**config.mk**
```make
export PLATFORM = sky130hd
export DESIGN_NAME = flex_counter_flat
export DESIGN_NICKNAME = d
export VERILOG_FILES = /design/src/rtl/flex_counter_if.sv /design/src/rtl/flex_counter.sv /design/src/flat_wrapper.sv
export SDC_FILE = /design/constraint.sdc
export NUM_CORES = 1
export LEC_CHECK = 0
export ABC_CLOCK_PERIOD_IN_PS = 2200
export CAP_MARGIN = 15
export CORE_AREA = 2 2 39 41
export CTS_CLUSTER_SIZE = 24
export DETAILED_ROUTE_END_ITERATION = 12
export DIE_AREA = 0 0 41 43
export GPL_ROUTABILITY_DRIVEN = 0
export PLACE_DENSITY = 0.72
export SYNTH_ARGS = -nofsm -noshare
export SYNTH_HDL_FRONTEND = slang
export SYNTH_SLANG_ARGS = --single-unit
```
**constraint.sdc**
```tcl
create_clock -name clk -period 2.2 [get_ports clk]
set_input_delay 0.66 -clock clk [delete_from_list [all_inputs] [get_ports clk]]
set_output_delay 0.66 -clock clk [all_outputs]
set_load 0.005 [all_outputs]
```
**src/rtl/flex_counter_if.sv**
```systemverilog
// flex_counter_if -- control/status bundle for flex_counter.
//   clear         : synchronous clear request         (master -> slave)
//   count_enable  : advance the count by one per clock (master -> slave)
//   rollover_val  : terminal count, 0 parks the counter (master -> slave)
//   count_out     : registered current count          (slave -> master)
//   rollover_flag : registered, high at a nonzero terminal count (slave -> master)
interface flex_counter_if #(
    parameter int NUM_CNT_BITS = 4
);
    logic                    clear;
    logic                    count_enable;
    logic [NUM_CNT_BITS-1:0] rollover_val;
    logic [NUM_CNT_BITS-1:0] count_out;
    logic                    rollover_flag;

    modport master (
        output clear,
        output count_enable,
        output rollover_val,
        input  count_out,
        input  rollover_flag
    );

    modport slave (
        input  clear,
        input  count_enable,
        input  rollover_val,
        output count_out,
        output rollover_flag
    );
endinterface

```
**src/rtl/flex_counter.sv**
```systemverilog
// flex_counter -- parameterisable up-counter that wraps to 1 at rollover_val.
//   clk   : single clock, rising edge
//   n_rst : asynchronous active-high reset (clears count and flag at once)
//   bus   : flex_counter_if slave modport carrying clear, count_enable,
//           rollover_val in and count_out, rollover_flag out
// Both outputs come straight from flops; rollover_val is used unregistered
// at every edge so a change takes effect on the very next clock.
module flex_counter #(
    parameter int NUM_CNT_BITS = 4
) (
    input  logic         clk,
    input  logic         n_rst,
    flex_counter_if.slave bus
);
    logic [NUM_CNT_BITS-1:0] count_q;
    logic [NUM_CNT_BITS-1:0] count_d;
    logic                    flag_q;
    logic                    flag_d;

    always_comb begin
        count_d = count_q;
        if (bus.clear) begin
            count_d = '0;
        end else if (bus.rollover_val == '0) begin
            // A zero terminal count parks the counter at 0 whatever the enable.
            count_d = '0;
        end else if (bus.count_enable) begin
            // Wrap to 1 (not 0) also when rollover_val drops below the count;
            // count_q < rollover_val guarantees the increment cannot overflow.
            if (count_q < bus.rollover_val) begin
                count_d = count_q + 1'b1;
            end else begin
                count_d = {{(NUM_CNT_BITS-1){1'b0}}, 1'b1};
            end
        end
        // Flag is computed from the next count so it registers alongside it.
        flag_d = (count_d == bus.rollover_val) && (bus.rollover_val != '0);
    end

    always_ff @(posedge clk or posedge n_rst) begin
        if (n_rst) begin
            count_q <= '0;
            flag_q  <= 1'b0;
        end else begin
            count_q <= count_d;
            flag_q  <= flag_d;
        end
    end

    assign bus.count_out     = count_q;
    assign bus.rollover_flag = flag_q;
endmodule

```
**src/flat_wrapper.sv**
```systemverilog
// flat-port wrapper written by rule: the top's interface ports become plain ports
module flex_counter_flat 
#(
    parameter int NUM_CNT_BITS = 4
)
  (clk, n_rst, bus_clear, bus_count_enable, bus_rollover_val, bus_count_out, bus_rollover_flag);
  flex_counter_if #(.NUM_CNT_BITS(NUM_CNT_BITS)) bus_i ();
  input  logic clk;
  input  logic n_rst;
  input wire logic [$bits(bus_i.clear)-1:0] bus_clear;
  input wire logic [$bits(bus_i.count_enable)-1:0] bus_count_enable;
  input wire logic [$bits(bus_i.rollover_val)-1:0] bus_rollover_val;
  output wire logic [$bits(bus_i.count_out)-1:0] bus_count_out;
  output wire logic [$bits(bus_i.rollover_flag)-1:0] bus_rollover_flag;
  assign bus_i.clear = bus_clear;
  assign bus_i.count_enable = bus_count_enable;
  assign bus_i.rollover_val = bus_rollover_val;
  assign bus_count_out = bus_i.count_out;
  assign bus_rollover_flag = bus_i.rollover_flag;
  flex_counter #(.NUM_CNT_BITS(NUM_CNT_BITS)) u_core (.clk(clk), .n_rst(n_rst), .bus(bus_i));
endmodule
```
==> results of run 1 <==
[registers in the layout, indices dropped and copies added, names as in the netlist]
name / cells
u_core.bus.count_out: 4
u_core.bus.rollover_flag: 1
[metal layers]
layer	share of wire (%)	GRT usage (%)	routed length, um
met5	0	0	0
met2	53	34.4	819
met1	42	27.9	645
met3	2.7	1.57	42
met4	2.6	14.0	40
[what timing repair did]
item | 4_1_cts | 5_1_grt
pin swaps | 7 | 1
cloned | 0 | 0
endpoints found under the setup margin | 2 | 2
resized for setup | 10 | 4
buffers inserted | 4 | 0
[placed cells by master, fill, tap and decap left out, types with 2 or more instances in the layout]
cell and n:
ha_4 2, a21oi_1 3, dfrtp_1 5, inv_1 6
buf_4 20, ha_1 2, inv_2 2, o211ai_1 2
clkbuf_4 3, nand2_1 3, dlymetal6s2s_1 2, clkdlybuf4s50_1 8
dlygate4sd2_1 2, mux2i_1 2, nand2b_1 2, nor4_2 2
nor2_1 3
[cell families (layout without fill, tap and decap cells)]
family	count (synthesis)	after routing	synth area share [%]
and+or+nand+nor	20	20	26.1
AOI/OAI and AO/OA	15	15	24.5
buffers and inverters	9	44	7.23
DFF	5	5	25.8
adders and majority gates	4	4	10.3
muxes	2	2	4.13
xor gates and xnor gates	1	1	1.81
[worst paths after layout]
path,cells after the start,endpoint,start
worst max-delay path,8,u_core.bus.rollover_flag,bus_rollover_val[1]
worst min-delay path,2,u_core.bus.count_out[0],n_rst
worst max register to register,6,u_core.bus.rollover_flag,u_core.bus.count_out[1]
worst min register to register,3,u_core.bus.count_out[2],u_core.bus.count_out[2]
max in group asynchronous,2,u_core.bus.count_out[3],n_rst
min in group clk,3,u_core.bus.count_out[2],u_core.bus.count_out[2]
[area by class of cell]
cell class / count / area (um2) / share of cell area, %
Multi-Input combinational cell: 42 / 387 / 44.9
Clock buffer: 4 / 26.3 / 3.05
Inverter: 8 / 30.0 / 3.49
Timing Repair Buffer: 32 / 273 / 31.7
Tap cell: 16 / 20.0 / 2.33
Sequential cell: 5 / 125 / 14.5
[through the flow]
stage	area (um2)	worst slack, ns
after floorplan	484	0.0942
after global placement	739	-0.477
after detailed placement	739	-0.522
after CTS	843	0.00165
after global routing	861	0.00301
final	861	0.106
[power groups by stage]
stage | sequential, mW | combinational (mW) | clock, mW
6_report | 0.102 | 0.117 | 0.111
5_1_grt | 0.103 | 0.127 | 0.119
4_1_cts | 0.101 | 0.111 | 0.113
3_5_place_dp | 0.103 | 0.0964 | 0
3_3_place_gp | 0.103 | 0.0946 | 0
2_1_floorplan | 0.102 | 0.0406 | 0
==> flow_summary.toml, run 1 <==
[power_and_ir_drop]
p_int_mw = 0.232
seqPwrFrac_pct = 30.9
power.switching_mw = 0.0987
pwr-share-comb_pct = 35.4
p_clk_share_pct = 33.7
power.total_mw = 0.330
powerDensity_nw_per_um2 = 384
leakagePower_nw = 0.393
ir_worst_vdd_mv = 0.192
switching_share_pct = 29.9

[drt]
drc = 0
drtIter0Drc = 9
postRouteAntennaNets = 0
wl_per_cell_um = 14.5
viasPerCell = 5.31
routed_wl_mm = 1.55
num_vias = 568
firstDrtPassIters = 4

[critical_path]
start_kind = "input pin"
worstPathRequired_ns = 2.33
crit_buf_inv = 2
max_stage_delay_ns = 0.35
cp-end-kind = "flip-flop"
crit_chain = "dlygate4sd2_1 > inv_1 > ha_1 > o211ai_4 > o211ai_1 > a2111oi_2 > nor4_2 > and4b_1"
regToRegSetupSlack_ns = 0.29
cp_max_fo = 3
arrival_ns = 2.23
crit_family = "compound AO/OA/AOI/OAI gates"
path_class = "in -> reg"
cpMaxStageDelayCell = "a2111oi_2"

[synth]
synth.largest_area_cell = "dfrtp_1"
netlist_area_um2 = 484
yosysMostFrequentCell = "inv_1"
yosysWarnings = 0
syn_nets = 68
async_reset_ff_share_pct = 100
synth_edf_count = 0
synth-main-ff-cell = "dfrtp_1"
ys_seq_elements = 5
netlist_instances = 56
synth.area.top_cells = "dfrtp_1, ha_1, inv_1, a21oi_1, mux2i_1"
yosys.area.top_type_share_pct = 25.8
ys_seq_area_share_pct = 25.8
synth_top_cells_by_count = "inv_1, dfrtp_1, a21oi_1, ha_1"
synth_area_per_cell_um2 = 8.65
ys_types = 30

[floorplan]
core_area_um2 = 1380
die_h_um = 43
row_count = 14
io_pins = 13
start_util_pct = 35.0
die_w_um = 41
die_area_um2 = 1760

[clock_network]
cts.path.max_buffers = 2
clock_latency_ns = 0.25
clkSlewWorstSetupHoldPaths_ns = 0.05
clock-sinks = 5
cts_hold_buf = 0
cts-root-buf = "clkbuf_4"
cts_inserted_buffers = 3
cts_max_level = 1
tritoncts = "yes"

[timing]
finalCriticalPeriod_ns = 2.09
setup-tns-final_ns = 0
finalHoldViolations = 0
rsz0062_at_grt = "no"
drv_slew = 0
max_slew_margin_pct = 79.4
holdWs_ns = 0.617
tightest_slew_ns = 0.308
period_share_pct = 95.2
timing.fmax_mhz = 478
skew_ns = 0.00252
finalSetupViolCount = 0

[placement]
placedCellCount = 99
dp_hpwl_mm = 1.04
numPortBuffers = 12

[finish]
num-fill-cells = 127
drive_gt1_share_pct = 40.7
nets = 104
n_antenna_cell = 0
fin_cells = 107
fin_util_pct = 62.2
syn_to_final_growth_pct = 77.8

[grt]
grt-ovfl-total = 0
grt_pass1_vias = 586
grt_max_degree = 7
grt_pass1_wl_mm = 2.65
antenna_found_initial = 0
grt_usage_pct = 22.2

[hold_path]
hp-class = "in -> async"

[job]
drv_cap = 0

[status]
status = "finished, final reports clean"
No activity file was read; power rests on OpenSTA's default activity.
==> run 2: changes to the inputs <==
ABC_CLOCK_PERIOD_IN_PS = default   (was 2200)
clock period = 2 ns   (was 2.2 ns; I/O delays follow)
==> run 2 against run 1 <==
Register-to-register slack worse by 0.21 ns. Design area down 4.8%. Sequential power up 9.8%. Die area unchanged. Flip-flop and latch count unchanged. Clock skew about the same. Clock-buffer cell count unchanged. First-iteration DRC count up 44%. Global-route usage down 1.8 points. Critical path depth down 6. Worst hold slack worse by 0.062 ns.
==> flow_summary.toml, run 2 (synthesis gave the netlist of run 1 again) <==
[finish]
syn_to_final_growth_pct = 69.3
n_antenna_cell = 0
fin_cells = 102
layout_common_cells = "buf_4, clkdlybuf4s50_1, inv_1, dfrtp_1"
drive_gt1_share_pct = 40.7
final_common_cell = "buf_4"
nets = 99
largest_reg_flops = 4

[drt]
drtIter0Drc = 13
routed_wl_mm = 1.42
wl_per_cell_um = 13.9
viasPerCell = 5.42
drc = 0
num_vias = 553
postRouteAntennaNets = 0
firstDrtPassIters = 4

[timing]
rsz0062_at_grt = "no"
skew_ns = 0.00222
period_share_pct = 96.1
finalCriticalPeriod_ns = 1.92
finalHoldViolations = 0
holdWs_ns = 0.556
drv_slew = 0
max_slew_margin_pct = 76.2
timing.fmax_mhz = 520
finalSetupViolCount = 0
tightest_slew_ns = 0.352

[critical_path]
worstPathRequired_ns = 1.40
path_class = "reg -> out"
cp-end-kind = "primary output"
regToRegSetupSlack_ns = 0.08
arrival_ns = 1.32
cp_max_fo = 4
crit_family = "buffers and inverters"
crit_buf_inv = 2
max_stage_delay_ns = 0.50
crit_chain = "buf_4 > clkdlybuf4s50_1"
start_kind = "flip-flop"
cpMaxStageDelayCell = "clkdlybuf4s50_1"

[grt]
antenna_found_initial = 0
grt-ovfl-total = 0
grt_pass1_vias = 588
grt_pass1_wl_mm = 2.43
grt_usage_pct = 20.4
grt_max_degree = 8

[clock_network]
cts_inserted_buffers = 3
tritoncts = "yes"
cts-root-buf = "clkbuf_4"
cts.path.max_buffers = 2
clock_latency_ns = 0.25
cts_max_level = 1
clkSlewWorstSetupHoldPaths_ns = 0.05
clock-sinks = 5

[floorplan]
core_area_um2 = 1380
die_h_um = 43
die_w_um = 41
start_util_pct = 35.0
die_area_um2 = 1760
row_count = 14
io_pins = 13

[job]
drv_cap = 0

[placement]
placedCellCount = 98
dp_hpwl_mm = 1.15
numPortBuffers = 12

[power_and_ir_drop]
ir_worst_vdd_mv = 0.300
leakagePower_nw = 0.348
powerDensity_nw_per_um2 = 435

[status]
status = "finished, final reports clean"

[hold_path]
hp-class = "in -> async"
run 2: changes by cell type in the layout (fill, tap and decap cells not counted), sizes merged:
cell	previous run	this run
buf	20	15
clkbuf	4	7
dlygate4sd2	2	1
dlymetal6s2s	2	0
run 2: final timing paths:
| kind | cells past startpoint | endpoint | startpoint |
|---|---|---|---|
| max | 2 | bus_count_out[1] | u_core.bus.count_out[1] |
| min in group clk | 3 | u_core.bus.count_out[2] | u_core.bus.count_out[2] |
| min reg2reg | 3 | u_core.bus.count_out[2] | u_core.bus.count_out[2] |
| max reg2reg | 6 | u_core.bus.rollover_flag | u_core.bus.count_out[3] |
| min | 2 | u_core.bus.count_out[1] | n_rst |
| max in group asynchronous | 2 | u_core.bus.count_out[2] | n_rst |
run 2: worst reg2reg max path, cell delays in order (launching register included):
cell       delay [ns]
dfrtp_1          0.45
ha_4             0.29
a21oi_4          0.18
o211ai_1         0.15
a2111oi_2        0.44
nor4_2           0.10
and4b_1          0.19
run 2: timing repair:
action                     4_1_cts  5_1_grt
hold buffers                     0        0
buffers inserted                 0        0
resized for setup               17        4
setup endpoints to repair        4        1
pin swaps                        9        7
run 2: layer usage:
layer / routed length, um / vias up / global-route usage [%] / share of wire, %
met1: 623 / 269 / 24.6 / 44
met4: 11 / 0 / 7.33 / 0.77
met3: 45 / 2 / 3.66 / 3.2
met5: 0 / - / 0 / 0
li1: - / 269 / - / -
met2: 741 / 13 / 34.1 / 52
run 2: cell type report:
type	instances	area, um2
Timing Repair Buffer	27	216
Clock buffer	4	26.3
Multi-Input combinational cell	42	402
Inverter	8	30.0
Sequential cell	5	125
Fill cell	123	564
Tap cell	16	20.0
run 2: per-stage QoR:
stage	TNS (ns)	area [um2]	utilization (%)	worst slack (ns)	power, mW
2_1_floorplan	0	488	-	0.0128	0.157
3_3_place_gp	-1.62	736	53.2	-0.537	0.216
3_5_place_dp	-1.74	736	53.2	-0.596	0.220
4_1_cts	0	833	60.2	0.0324	0.356
5_1_grt	0	820	59.2	0.0268	0.377
6_report	0	820	59.2	0.0776	0.356
run 2: report_power, final:
group / switching (mW) / internal, mW
Sequential: 0.00676 / 0.105
Combinational: 0.0533 / 0.0665
Clock: 0.0483 / 0.0759
